--- config.mk ---
export PLATFORM = sky130hd
export DESIGN_NAME = ps2_letter_tx
export DESIGN_NICKNAME = d
export VERILOG_FILES = /design/src/rtl/ps2_pkg.sv /design/src/rtl/ps2_frame_tx.sv /design/src/rtl/ps2_letter_tx.sv
export SDC_FILE = /design/constraint.sdc
export NUM_CORES = 1
export LEC_CHECK = 0
export ABC_AREA = 1
export ABC_CLOCK_PERIOD_IN_PS = 2000
export CAP_MARGIN = 15
export CORE_MARGIN = 2
export CORE_UTILIZATION = 36
export CTS_BUF_LIST = sky130_fd_sc_hd__clkbuf_2 sky130_fd_sc_hd__clkbuf_4 sky130_fd_sc_hd__clkbuf_8
export DETAILED_ROUTE_END_ITERATION = 12
export PLACE_DENSITY = 0.63
export SYNTH_ARGS = -nofsm -noshare
export SYNTH_HDL_FRONTEND = slang
export SYNTH_HIERARCHICAL = 1
export SYNTH_SLANG_ARGS = --single-unit
--- constraint.sdc ---
create_clock -name clock -period 2 [get_ports clock]
set_input_delay 0.4 -clock clock [delete_from_list [all_inputs] [get_ports clock]]
set_output_delay 0.4 -clock clock [all_outputs]
set_load 0.005 [all_outputs]
--- src/rtl/ps2_pkg.sv ---
// Shared constants and types for the PS/2 letter transmitter.
// Scan-code table, break prefix, frame length and sequence FSM states.
// Optional macro PS2TX_BREAK_EN adds the break states (F0 + code).
package ps2_pkg;

    localparam int FRAME_LEN   = 11;
    localparam int NUM_LETTERS = 26;

    localparam logic [7:0] BREAK_PREFIX = 8'hF0;

    // Set-2 make codes for A..Z.
    localparam logic [7:0] SCAN_CODE [NUM_LETTERS] = '{
        8'h1C, 8'h32, 8'h21, 8'h23, 8'h24, 8'h2B, 8'h34,
        8'h33, 8'h43, 8'h3B, 8'h42, 8'h4B, 8'h3A, 8'h31,
        8'h44, 8'h4D, 8'h15, 8'h2D, 8'h1B, 8'h2C, 8'h3C,
        8'h2A, 8'h1D, 8'h22, 8'h35, 8'h1A
    };

`ifdef PS2TX_BREAK_EN
    typedef enum logic [2:0] {
        IDLE,
        MAKE,
        GAP_M,
        BRK_F0,
        GAP_F,
        BRK_CODE,
        GAP_B
    } state_t;
`else
    typedef enum logic [2:0] {
        IDLE,
        MAKE,
        GAP_M
    } state_t;
`endif

    function automatic logic [7:0] scan_code(input logic [4:0] idx);
        logic [7:0] code;
        code = 8'h00;
        if (idx < 5'(NUM_LETTERS)) begin
            code = SCAN_CODE[idx];
        end
        return code;
    endfunction

endpackage

--- src/rtl/ps2_frame_tx.sv ---
// Sends one 11-bit PS/2 frame (start, 8 data LSB first, odd parity, stop).
// Ports: clock, resetn, code (byte), start -> clk, dat, busy, frame_done.
// frame_done is high during the last cycle of the stop bit's low half.
module ps2_frame_tx
    import ps2_pkg::*;
#(
    parameter int HALF_DIV = 2000
) (
    input  logic       clock,
    input  logic       resetn,
    input  logic [7:0] code,
    input  logic       start,
    output logic       clk,
    output logic       dat,
    output logic       busy,
    output logic       frame_done
);

    localparam int HW = (HALF_DIV > 1) ? $clog2(HALF_DIV) : 1;
    localparam logic [HW-1:0] HALF_LAST = HW'(HALF_DIV - 1);
    localparam logic [3:0] LAST_BIT = 4'(FRAME_LEN - 1);

    logic [HW-1:0]        half_cnt;
    logic [3:0]           bit_idx;
    logic                 low_half;
    logic [FRAME_LEN-1:0] frame;
    logic                 half_end;

    assign half_end   = busy && (half_cnt == HALF_LAST);
    assign frame_done = half_end && low_half && (bit_idx == LAST_BIT);

    always_ff @(posedge clock) begin
        if (!resetn) begin
            clk      <= 1'b1;
            dat      <= 1'b1;
            busy     <= 1'b0;
            half_cnt <= '0;
            bit_idx  <= '0;
            low_half <= 1'b0;
            frame    <= '1;
        end else if (start && !busy) begin
            // frame[0] is on the line now; the rest shifts down per bit.
            frame    <= {1'b1, ~^code, code, 1'b0};
            busy     <= 1'b1;
            clk      <= 1'b1;
            dat      <= 1'b0;
            half_cnt <= '0;
            bit_idx  <= '0;
            low_half <= 1'b0;
        end else if (busy) begin
            if (!half_end) begin
                half_cnt <= half_cnt + 1'b1;
            end else begin
                half_cnt <= '0;
                if (!low_half) begin
                    clk      <= 1'b0;
                    low_half <= 1'b1;
                end else begin
                    clk      <= 1'b1;
                    low_half <= 1'b0;
                    if (frame_done) begin
                        busy    <= 1'b0;
                        dat     <= 1'b1;
                        bit_idx <= '0;
                    end else begin
                        // Data moves only at the start of a high half.
                        bit_idx <= bit_idx + 1'b1;
                        dat     <= frame[1];
                        frame   <= {1'b1, frame[FRAME_LEN-1:1]};
                    end
                end
            end
        end
    end

endmodule

--- src/rtl/ps2_letter_tx.sv ---
// Keyboard emulator: turns a letter index 0..25 into set-2 PS/2 frames.
// Ports: clock, resetn, letter, valid -> ready, done, err, ps2_clk, ps2_dat.
// Macro PS2TX_BREAK_EN: also send F0 + make code (key release).
module ps2_letter_tx
    import ps2_pkg::*;
#(
    parameter int HALF_DIV = 2000,
    parameter int GAP      = 4000
) (
    input  logic       clock,
    input  logic       resetn,
    input  logic [4:0] letter,
    input  logic       valid,
    output logic       ready,
    output logic       done,
    output logic       err,
    output logic       ps2_clk,
    output logic       ps2_dat
);

    localparam int GW = (GAP > 1) ? $clog2(GAP) : 1;
    localparam logic [GW-1:0] GAP_LAST = GW'(GAP - 1);

    state_t      state;
    state_t      next;
    logic [4:0]  held_letter;
    logic [GW-1:0] gap_cnt;
    logic        gap_last;
    logic        in_gap;
    logic        accept;
    logic        bad_req;
    logic        start;
    logic [7:0]  code;
    logic        busy;
    logic        frame_done;

    assign accept   = (state == IDLE) && valid && (letter <= 5'd25);
    assign bad_req  = (state == IDLE) && valid && (letter > 5'd25);
    assign gap_last = (gap_cnt == GAP_LAST);

    ps2_frame_tx #(
        .HALF_DIV (HALF_DIV)
    ) u_frame (
        .clock      (clock),
        .resetn     (resetn),
        .code       (code),
        .start      (start),
        .clk        (ps2_clk),
        .dat        (ps2_dat),
        .busy       (busy),
        .frame_done (frame_done)
    );

    always_ff @(posedge clock) begin
        if (!resetn) begin
            state <= IDLE;
        end else begin
            state <= next;
        end
    end

    always_comb begin
        next = state;
        unique case (state)
            IDLE:     if (accept)     next = MAKE;
            MAKE:     if (frame_done) next = GAP_M;
`ifdef PS2TX_BREAK_EN
            GAP_M:    if (gap_last)   next = BRK_F0;
            BRK_F0:   if (frame_done) next = GAP_F;
            GAP_F:    if (gap_last)   next = BRK_CODE;
            BRK_CODE: if (frame_done) next = GAP_B;
            GAP_B:    if (gap_last)   next = IDLE;
`else
            GAP_M:    if (gap_last)   next = IDLE;
`endif
            default:  next = IDLE;
        endcase
    end

    // The first frame launches one cycle after accept; later frames
    // launch from the gap's last cycle so each slot is exactly
    // 22*HALF_DIV+GAP cycles.
    always_comb begin
        ready  = (state == IDLE);
        start  = 1'b0;
        code   = scan_code(held_letter);
        in_gap = 1'b0;
        unique case (state)
            MAKE: begin
                start = !busy;
            end
            GAP_M: begin
                in_gap = 1'b1;
`ifdef PS2TX_BREAK_EN
                start = gap_last;
                code  = BREAK_PREFIX;
`endif
            end
`ifdef PS2TX_BREAK_EN
            GAP_F: begin
                in_gap = 1'b1;
                start  = gap_last;
            end
            GAP_B: begin
                in_gap = 1'b1;
            end
`endif
            default: begin
            end
        endcase
    end

    always_ff @(posedge clock) begin
        if (!resetn) begin
            gap_cnt     <= '0;
            held_letter <= '0;
            done        <= 1'b0;
            err         <= 1'b0;
        end else begin
            if (in_gap && !gap_last) begin
                gap_cnt <= gap_cnt + 1'b1;
            end else begin
                gap_cnt <= '0;
            end
            if (accept) begin
                held_letter <= letter;
            end
            done <= (state != IDLE) && (next == IDLE);
            err  <= bad_req;
        end
    end

endmodule

Word level (Yosys, flattened, before mapping)
Memory sizes are Yosys's and may differ from the RTL's.
Index checks and enable logic that the tools add are counted.

cells by class
  multiplexer cells = 28
  equality and inequality tests = 6
  $add $sub $neg = 3
  bitwise logic cells = 2
  $lt $le $gt $ge = 4
  reduce and logical (&&, ||, !) cells = 24

operator list
  kind                                            number
  2-to-1 mux 10 bit                               5
  2-to-1 mux 8 bit                                3
  2-to-1 mux 1 bit                                14
  adder 12 x 1 -> 12 bit (second input constant)  1
  equality test 12 bit (second input constant)    1
  adder 11 x 1 -> 11 bit (second input constant)  1
  equality test 11 bit (second input constant)    1
  2-to-1 mux 11 bit                               1
  logical AND 1 bit                               9
  2-to-1 mux 3 bit                                3
  one-hot mux 3 bit (3 select lines)              1
  XNOR reduction 8 bit                            1
  >= comparator 6 bit (second input constant)     1
  logical NOT 3 bit                               2
  NOT 5 -> 6 bit                                  1
  AND reduction 3 bit                             2
  nonzero test 2 bit                              3
  > comparator 5 bit (second input constant)      1
  <= comparator 5 bit (second input constant)     1
  < comparator 5 bit (second input constant)      1
  adder 4 x 1 -> 4 bit (second input constant)    1
  equality test 4 bit (second input constant)     1
  2-to-1 mux 4 bit                                1
  AND reduction 2 bit                             2
  other kinds (8)                                 9

word-level totals
  output and inout port bits = 5
  memories kept = 1
  input bits = 8
  memory bits (read-only) = 256
  word-level logic and storage cells = 80
  register bits after elaboration = 51

memories
  memory           words  bits a word  rd ports  clocked after memory_dff  wr ports  line           source
  (no name shown)  32     8            1         0                         0         ps2_pkg.sv:41  code = SCAN_CODE[idx];

Longest topological paths before layout
Gate-level depths: netlist of run 1.

  word-level depth = 9
  mapped depth = 18
  mapped depth without buffers = 18

Hierarchy
The synthesis of run 1 kept the hierarchy.

modules (own cells, without submodules)
  module         times used  cells each  area each (µm²)  seq. area each (µm²)
  ps2_frame_tx   1           235         1625.3           560.5
  ps2_letter_tx  1           209         1393.8           440.4

Worst setup path after synthesis of run 1
OpenSTA, ideal clock, no wires.

  path type = flip-flop to flip-flop
  from = register held_letter[1]
  to = register u_frame.frame[9]
  data required time = 1.888 ns
  slack = 0.081 ns
  buffers on the path = 1
  stages on the path, launching flop included = 15
  arrival = 1.807 ns
  library setup time = 0.112 ns
  period minus slack after synthesis = 1.919 ns
  cells stage by stage = dfxtp_1 inv_1 ha_1 nand2_1 nand3_1 nor2_1 nor3_1 buf_2 xor2_1 nand2_1 nand2_1 nand2_1 nand3_1 nand2_1 nand2_1

between the ends
  cells in the longest elaborated chain, start to end = 7
  elaborated cells on any way between the ends = 8
  classes of those cells = 1 x order compare; 4 x mux; 1 x bitwise; 1 x reduce/logical; 1 x memory

RTL lines
  element                                               line                  source
  start: declaration                                    ps2_letter_tx.sv:26   logic [4:0] held_letter;
  start signal: assignment                              ps2_letter_tx.sv:126  held_letter <= letter;
  NOT 5 -> 6 bit (not written as such)                  ps2_pkg.sv:41
  memory (32 x 8 bit)                                   n/a
  2-to-1 mux 8 bit (not written as such) (2 in series)  ps2_pkg.sv:41
  2-to-1 mux 8 bit *                                    ps2_pkg.sv:40         if (idx < 5'(NUM_LETTERS)) begin
  via code[6]                                           ps2_letter_tx.sv:33   logic [7:0] code;
  XNOR reduction 8 bit *                                ps2_frame_tx.sv:43    frame <= {1'b1, ~^code, code, 1'b0};
  2-to-1 mux 10 bit *                                   ps2_frame_tx.sv:41    end else if (start && !busy) begin
  end signal: assignment                                ps2_frame_tx.sv:43
  end signal: assignment                                ps2_frame_tx.sv:69    frame <= {1'b1, frame[FRAME_LEN-1:1]};
  end: declaration                                      ps2_frame_tx.sv:26    logic [FRAME_LEN-1:0] frame;

Mark *: on every way through the listed nets, which the timed path passes. The rest lies on a longest branch. The select of a mux whose other input is x is not followed.
A chain may end at the register's enable or synchronous reset.

Worst setup path in the final report of run 1
  from = register state[2]
  to = output ready

between the ends
  cells in the longest elaborated chain, start to end = 1

RTL lines
  element                   line                 source
  start: declaration        ps2_letter_tx.sv:24  state_t state;
  start signal: assignment  ps2_letter_tx.sv:58  state <= next;
  logical NOT 3 bit         ps2_letter_tx.sv:84  ready = (state == IDLE);
  end: declaration          ps2_letter_tx.sv:14  output logic ready,

Every way passes these cells.

==> summary.md, run 1 <==
| Metric | Value |
|---|---|
| Largest family of logic cells by synthesized area | `simple AND/OR/NAND/NOR gates` |
| Crit share post-route | `0.947` |
| Number of buffers created by CTS | `5` |
| WS Path Type | `register to output port` |
| Clk Latency, worst-skew pair | `300 ps` |
| Post-layout util | `0.436` |
| Area taken by multi-input logic gates | `between 1500 and 2000 sq um` |
| CTS tree | `built` |
| Root buf cell | `clkbuf_8` |
| Worst setup SP type | `register` |
| Critical path data required time | `approximately 1600 ps` |
| CP max stage delay | `550 ps` |
| Commonest non-fill, non-tap cell in the layout | `nand2_1` |
| Adder-cell share of the synthesized area | `0.0414` |
| Cell area power density | `622 nW/um^2` |
| Worst Skew | `6.64 ps` |
| Final RePlAce weighted congestion | `0.858` |
| Via Count | `2722` |
| Setup ws final | `around 110 ps` |
| Initial Util | `0.369` |
| Critical Path Slowest Stage Cell | `clkdlybuf4s50_1` |
| Core Region | `a little over 8000 sq um` |
| Top cell type by total area after synthesis | `dfxtp_1` |
| Largest fanout on the critical path | `5` |
| Port bufs | `12` |
| Vias in the first global route | `2592` |
| Xor and xnor area share after synthesis | `0.0319` |
| Fin. Hold Viols | `0` |
| Die boundary width | `95.6 um` |
| Final Max Tran Viols | `0` |
| Post-synthesis sequential area ratio | `0.332` |
| Nets@finish | `492` |
| Hpwl dp | `4480 um` |
| Achievable Freq | `528 MHz` |
| Compound-Gate Fraction of Synth Area | `0.104` |
| Seq cells post-synth | `50` |
| Post-synthesis mux area share | `0` |
| Post-Place Cells | `567` |
| 1st-pass router iterations | `4` |
| Post-route setup TNS | `0 ps` |
| Fillers | `848` |
| Leak pwr | `1.45 nW` |
| Unique masters post-synth | `34` |
| Die Y | `95.6 um` |
| Via/cell ratio | `4.69` |
| Clock transition at path regs | `around 100 ps` |
| Share of layout cells above drive strength 1 | `0.217` |
| WL/cell | `10.6 um` |
| Hold buffers post-CTS | `0` |
| Synth Flop Type | `dfxtp_1` |
| Row cnt | `33` |
| Status | `finished, final reports clean` |
| Setup violators final | `0` |
| First-pass GRT wire length | `11000 um` |
| DIE AREA | `9130 sq um` |
| Post-synthesis simple-gate area fraction | `0.397` |
| Ranking of synthesized cells by area | `dfxtp_1, nand2_1, nand3_1` |
| Top cell type's share of synthesized area | `0.332` |
| Cell Chain, Critical Path | `nor3_1, clkdlybuf4s50_1` |
| Post-synth EDFFs | `0` |
| Synthesized area per cell | `between 6 and 7 sq um` |
| VDD IR max | `between 300 and 400 uV` |
| Htree depth | `2` |
| Post-route antenna net violation count | `0` |
| Post-synth ARST share | `0` |
| Worst Path Arrival | `~1500 ps` |
| Commonest non-fill, non-tap cells in the layout | `nand2_1, dfxtp_1, nor2_1, inv_1, nand3_1` |
| Register area | `slightly above 1000 sq um` |
| Number of diodes | `0` |
| IO Count | `13` |
| GRT Residual Overflow | `0` |
| DP Worst Slack | `-168 ps` |
| Post-Synthesis Cells | `444` |
| Yosys warning total | `6` |
| DRC violations left | `0` |
| Tmin final | `1890 ps` |
| Initial antenna violation count | `0` |
| Maxcap violations | `0` |
| Area growth, synth to finish | `18.0%` |
| All-Layer GR Usage | `0.147` |
| Max clock buf depth | `2` |
| Synthesized area | `3020 sq um` |
| Largest net degree at the start of global routing | `19` |
| Post-route insts no fill | `580` |
| Total wire length | `6120 um` |
| CTS sink cnt | `50` |
| Min-delay worst type | `register to register` |
| Iter 0 DRT Violations | `117` |
| Critical path capture point type | `output port` |
| Hold WS | `460 ps` |
## cells in the mapped netlist (6+ instances only)
cell type	number
dfxtp_1	50
xnor2_1	6
nand2_2	7
inv_2	8
o21ai_0	23
inv_1	45
a21oi_1	19
buf_2	6
nor2_1	42
a21oi_2	6
nand2_1	122
ha_1	10
nand3_1	38
nor2_4	7
nor2_2	14
nand4_1	6
## layout make-up
type,instances,share of cell area
clock inverters,3,0.0123
multi-input cells,333,0.518
well taps,105,0.0369
flip-flops and latches,50,0.282
inverters,53,0.0572
clock buffers,5,0.0193
repair buffers,31,0.0737
## stage by stage
step | power [mW] | area [sq um]
floorplan | 1.33 | 3030
global placement | 1.41 | 3310
detailed placement | 1.42 | 3310
CTS | 2.16 | 3440
global route | 2.34 | 3560
finish | 2.22 | 3560
## worst paths after layout
check,start,endpoint,slack (ps),depth (start not counted)
max,state[2],ready,110,2
min,gap_cnt[0],gap_cnt[0],460,1
max reg2reg,held_letter[0],u_frame/frame[9],150,14
min reg2reg,gap_cnt[0],gap_cnt[0],460,1
## power by group
| part | internal, mW | leakage (nW) | switching, mW | total (mW) |
|---|---|---|---|---|
| registers | 1.02 | 0.406 | 0.0155 | 1.03 |
| clock network | 0.375 | 0.0585 | 0.354 | 0.729 |
| logic | 0.195 | 0.987 | 0.261 | 0.455 |
## per-layer routing
| layer | share of wire | up-vias | GRT usage |
|---|---|---|---|
| met1 | 0.48 | 1228 | 0.184 |
| met4 | 0.015 | 0 | 0.0393 |
| met3 | 0.025 | 7 | 0.0292 |
| met5 | 0 | - | 0 |
| li1 | - | 1464 | - |
| met2 | 0.48 | 23 | 0.255 |
## timing repair
item	in CTS	in global routing
setup buffers	0	6
setup endpoints to repair	1	2
resized for setup	4	32
pin swaps	0	22
cloned	0	0
hold endpoints to repair	0	0
## worst max-delay path, delay by kind of cell (launching register included)
kind | cells | cell delay, ps
flip-flops | 1 | 360
buffers and inverters | 1 | 550
AND/OR/NAND/NOR | 1 | 280
## flip-flops by register name, indices dropped and copies added (netlist names)
register          flops
err                   1
u_frame/frame         9
u_frame/bit_idx       4
done                  1
u_frame/low_half      1
held_letter           5
u_frame/half_cnt     11
state                 3
gap_cnt              12
u_frame/clk           1
u_frame/busy          1
u_frame/dat           1
## logic make-up after synthesis
group,after synthesis
other cells,1
simple gates,251
compound gates,56
buf+inv,65
fa+ha+maj,10
flops,50
xor+xnor,11
Power figures use the tool's default switching activity.
==> run 2, diff against run 1 <==
--- a/config.mk
+++ b/config.mk
@@ -11,7 +11,9 @@
 export CORE_MARGIN = 2
 export CORE_UTILIZATION = 36
 export CTS_BUF_LIST = sky130_fd_sc_hd__clkbuf_2 sky130_fd_sc_hd__clkbuf_4 sky130_fd_sc_hd__clkbuf_8
+export CTS_CLUSTER_DIAMETER = 120
 export DETAILED_ROUTE_END_ITERATION = 12
+export GPL_TIMING_DRIVEN = 0
 export PLACE_DENSITY = 0.63
 export SYNTH_ARGS = -nofsm -noshare
 export SYNTH_HDL_FRONTEND = slang
==> run 2 against run 1 <==
  * Setup slack about the same
  * Count of clock-buffer cells in the layout grew 1
  * Die area unchanged
  * Clock power increased by 19%
  * Register-to-register slack better by 20 ps
  * Critical endpoint unchanged
  * Critical path type unchanged
  * Sequential share of layout area is 0.28 points higher
  * Non-clock buffer count down 2
  * Wire length fell by 3.0%
  * Sequential cell count is the same
  * Combinational power decreased by 12%
  * First-iteration DRC count is 37% lower
==> summary.md, run 2 (synthesis results as in run 1) <==
| Metric | Value |
|---|---|
| Status | `finished, final reports clean` |
| Leak pwr | `1.45 nW` |
| Biggest regs | `gap_cnt (12), u_frame/half_cnt (11), u_frame/frame (9)` |
| Hold Path Stages | `1` |
| Final RePlAce weighted congestion | `between 0.8 and 0.9` |
| Row cnt | `33` |
| Number of diodes | `0` |
| 1st-pass router iterations | `5` |
| Crit share post-route | `0.947` |
| Die Y | `~96 um` |
| Number of buffers created by CTS | `5` |
| Vias in the first global route | `2449` |
| Htree depth | `2` |
| Port bufs | `12` |
| VDD IR max | `288 uV` |
| Achievable Freq | `528 MHz` |
| Hold buffers post-CTS | `0` |
| Worst setup SP type | `register` |
| Placed Instance Area | `3290 sq um` |
| Share of layout cells above drive strength 1 | `0.188` |
| Initial Util | `0.369` |
| Worst Path Arrival | `1490 ps` |
| All-Layer GR Usage | `0.142` |
| CP max stage delay | `550 ps` |
| Min-delay worst type | `register to register` |
| Post-route insts no fill | `578` |
| CTS tree | `built` |
| GRT Residual Overflow | `0` |
| IO Count | `13` |
| Final Max Tran Viols | `0` |
| DRC violations left | `0` |
| CTS sink cnt | `50` |
| Hpwl dp | `approximately 4400 um` |
| Tmin final | `1890 ps` |
| Via Count | `2675` |
| Nets@finish | `between 400 and 500` |
| Largest net degree at the start of global routing | `16` |
| Worst Reg-to-Reg Cells | `18` |
| WL/cell | `10.3 um` |
| DIE AREA | `between 9000 and 10000 sq um` |
| Setup violators final | `0` |
| Post-route antenna net violation count | `0` |
| Post-Place Cells | `565` |
| Core Region | `approximately 8200 sq um` |
| Total wire length | `5940 um` |
| Setup ws final | `106 ps` |
| Most flops, register | `gap_cnt` |
| Critical Path Slowest Stage Cell | `clkdlybuf4s50_1` |
| Commonest non-fill, non-tap cells in the layout | `nand2_1, dfxtp_1, inv_1, nor2_1, nand3_1` |
| Iter 0 DRT Violations | `74` |
| Area growth, synth to finish | `17.3%` |
| Clock transition at path regs | `90 ps` |
| Commonest non-fill, non-tap cell in the layout | `nand2_1` |
| WS Path Type | `register to output port` |
| Finished Cell Area | `3540 sq um` |
| Critical path data required time | `1600 ps` |
| Fillers | `858` |
| Via/cell ratio | `4.63` |
| Fin. Hold Viols | `0` |
| Largest fanout on the critical path | `5` |
| Initial antenna violation count | `0` |
| DP Worst Slack | `-223 ps` |
| Max clock buf depth | `2` |
| Post-route setup TNS | `0 ps` |
| First-pass GRT wire length | `10500 um` |
| Largest register FFs | `12` |
| Maxcap violations | `0` |
| Cell Chain, Critical Path | `nor3_1, clkdlybuf4s50_1` |
| Clk Latency, worst-skew pair | `300 ps` |
| Cell area power density | `649 nW/um^2` |
| Critical path capture point type | `output port` |
| Die boundary width | `approximately 96 um` |
| Root buf cell | `clkbuf_8` |
| Worst Skew | `4.73 ps` |
[run 2: final timing paths]
kind	start	endpoint	slack (ps)
max reg2reg	held_letter[0]	u_frame/frame[9]	170
max	state[2]	ready	110
min reg2reg	gap_cnt[0]	gap_cnt[0]	460
min	gap_cnt[0]	gap_cnt[0]	460
[run 2: power by group]
part / switching [mW] / internal (mW) / total, mW
combinational: 0.227 / 0.172 / 0.399
clock: 0.333 / 0.533 / 0.866
sequential: 0.0184 / 1.02 / 1.03
total: 0.578 / 1.72 / 2.30
[run 2: per-stage QoR]
stage | utilization | hold WS, ps | power (mW)
after global routing | 0.433 | 485 | 2.43
after global placement | 0.402 | 442 | 1.40
after CTS | 0.421 | 466 | 2.29
final | 0.433 | 460 | 2.30
after detailed placement | 0.402 | 443 | 1.41
after floorplan | - | 427 | 1.33
[run 2: area by class of cell]
type | count | area (sq um) | area share
clock buffers | 6 | 82.6 | 0.0233
multi-input cells | 333 | 1800 | 0.509
flip-flops and latches | 50 | 1010 | 0.285
clock inverters | 2 | 60.1 | 0.0170
plain buffers | 12 | 90.1 | 0.0254
inverters | 53 | 206 | 0.0583
repair buffers | 17 | 158 | 0.0445
well taps | 105 | 131 | 0.0371
[run 2: metal layers]
layer	wire length [um]	up-vias	GRT usage
li1	-	1468	-
met1	2900	1174	0.183
met2	2820	27	0.238
met3	148	6	0.0261
met4	74	0	0.0429
met5	0	-	0
[run 2: what timing repair did]
item | 4_1_cts | 5_1_grt
buffers inserted | 0 | 5
pin swaps | 0 | 5
endpoints found under the setup margin | 1 | 1
resized for setup | 6 | 23
[run 2: worst max-delay path, delay by kind of cell, from the launching register on]
| family | cells | cell delay (ps) |
|---|---|---|
| AND/OR/NAND/NOR | 1 | 270 |
| buffers and inverters | 1 | 550 |
| flip-flops | 1 | 370 |
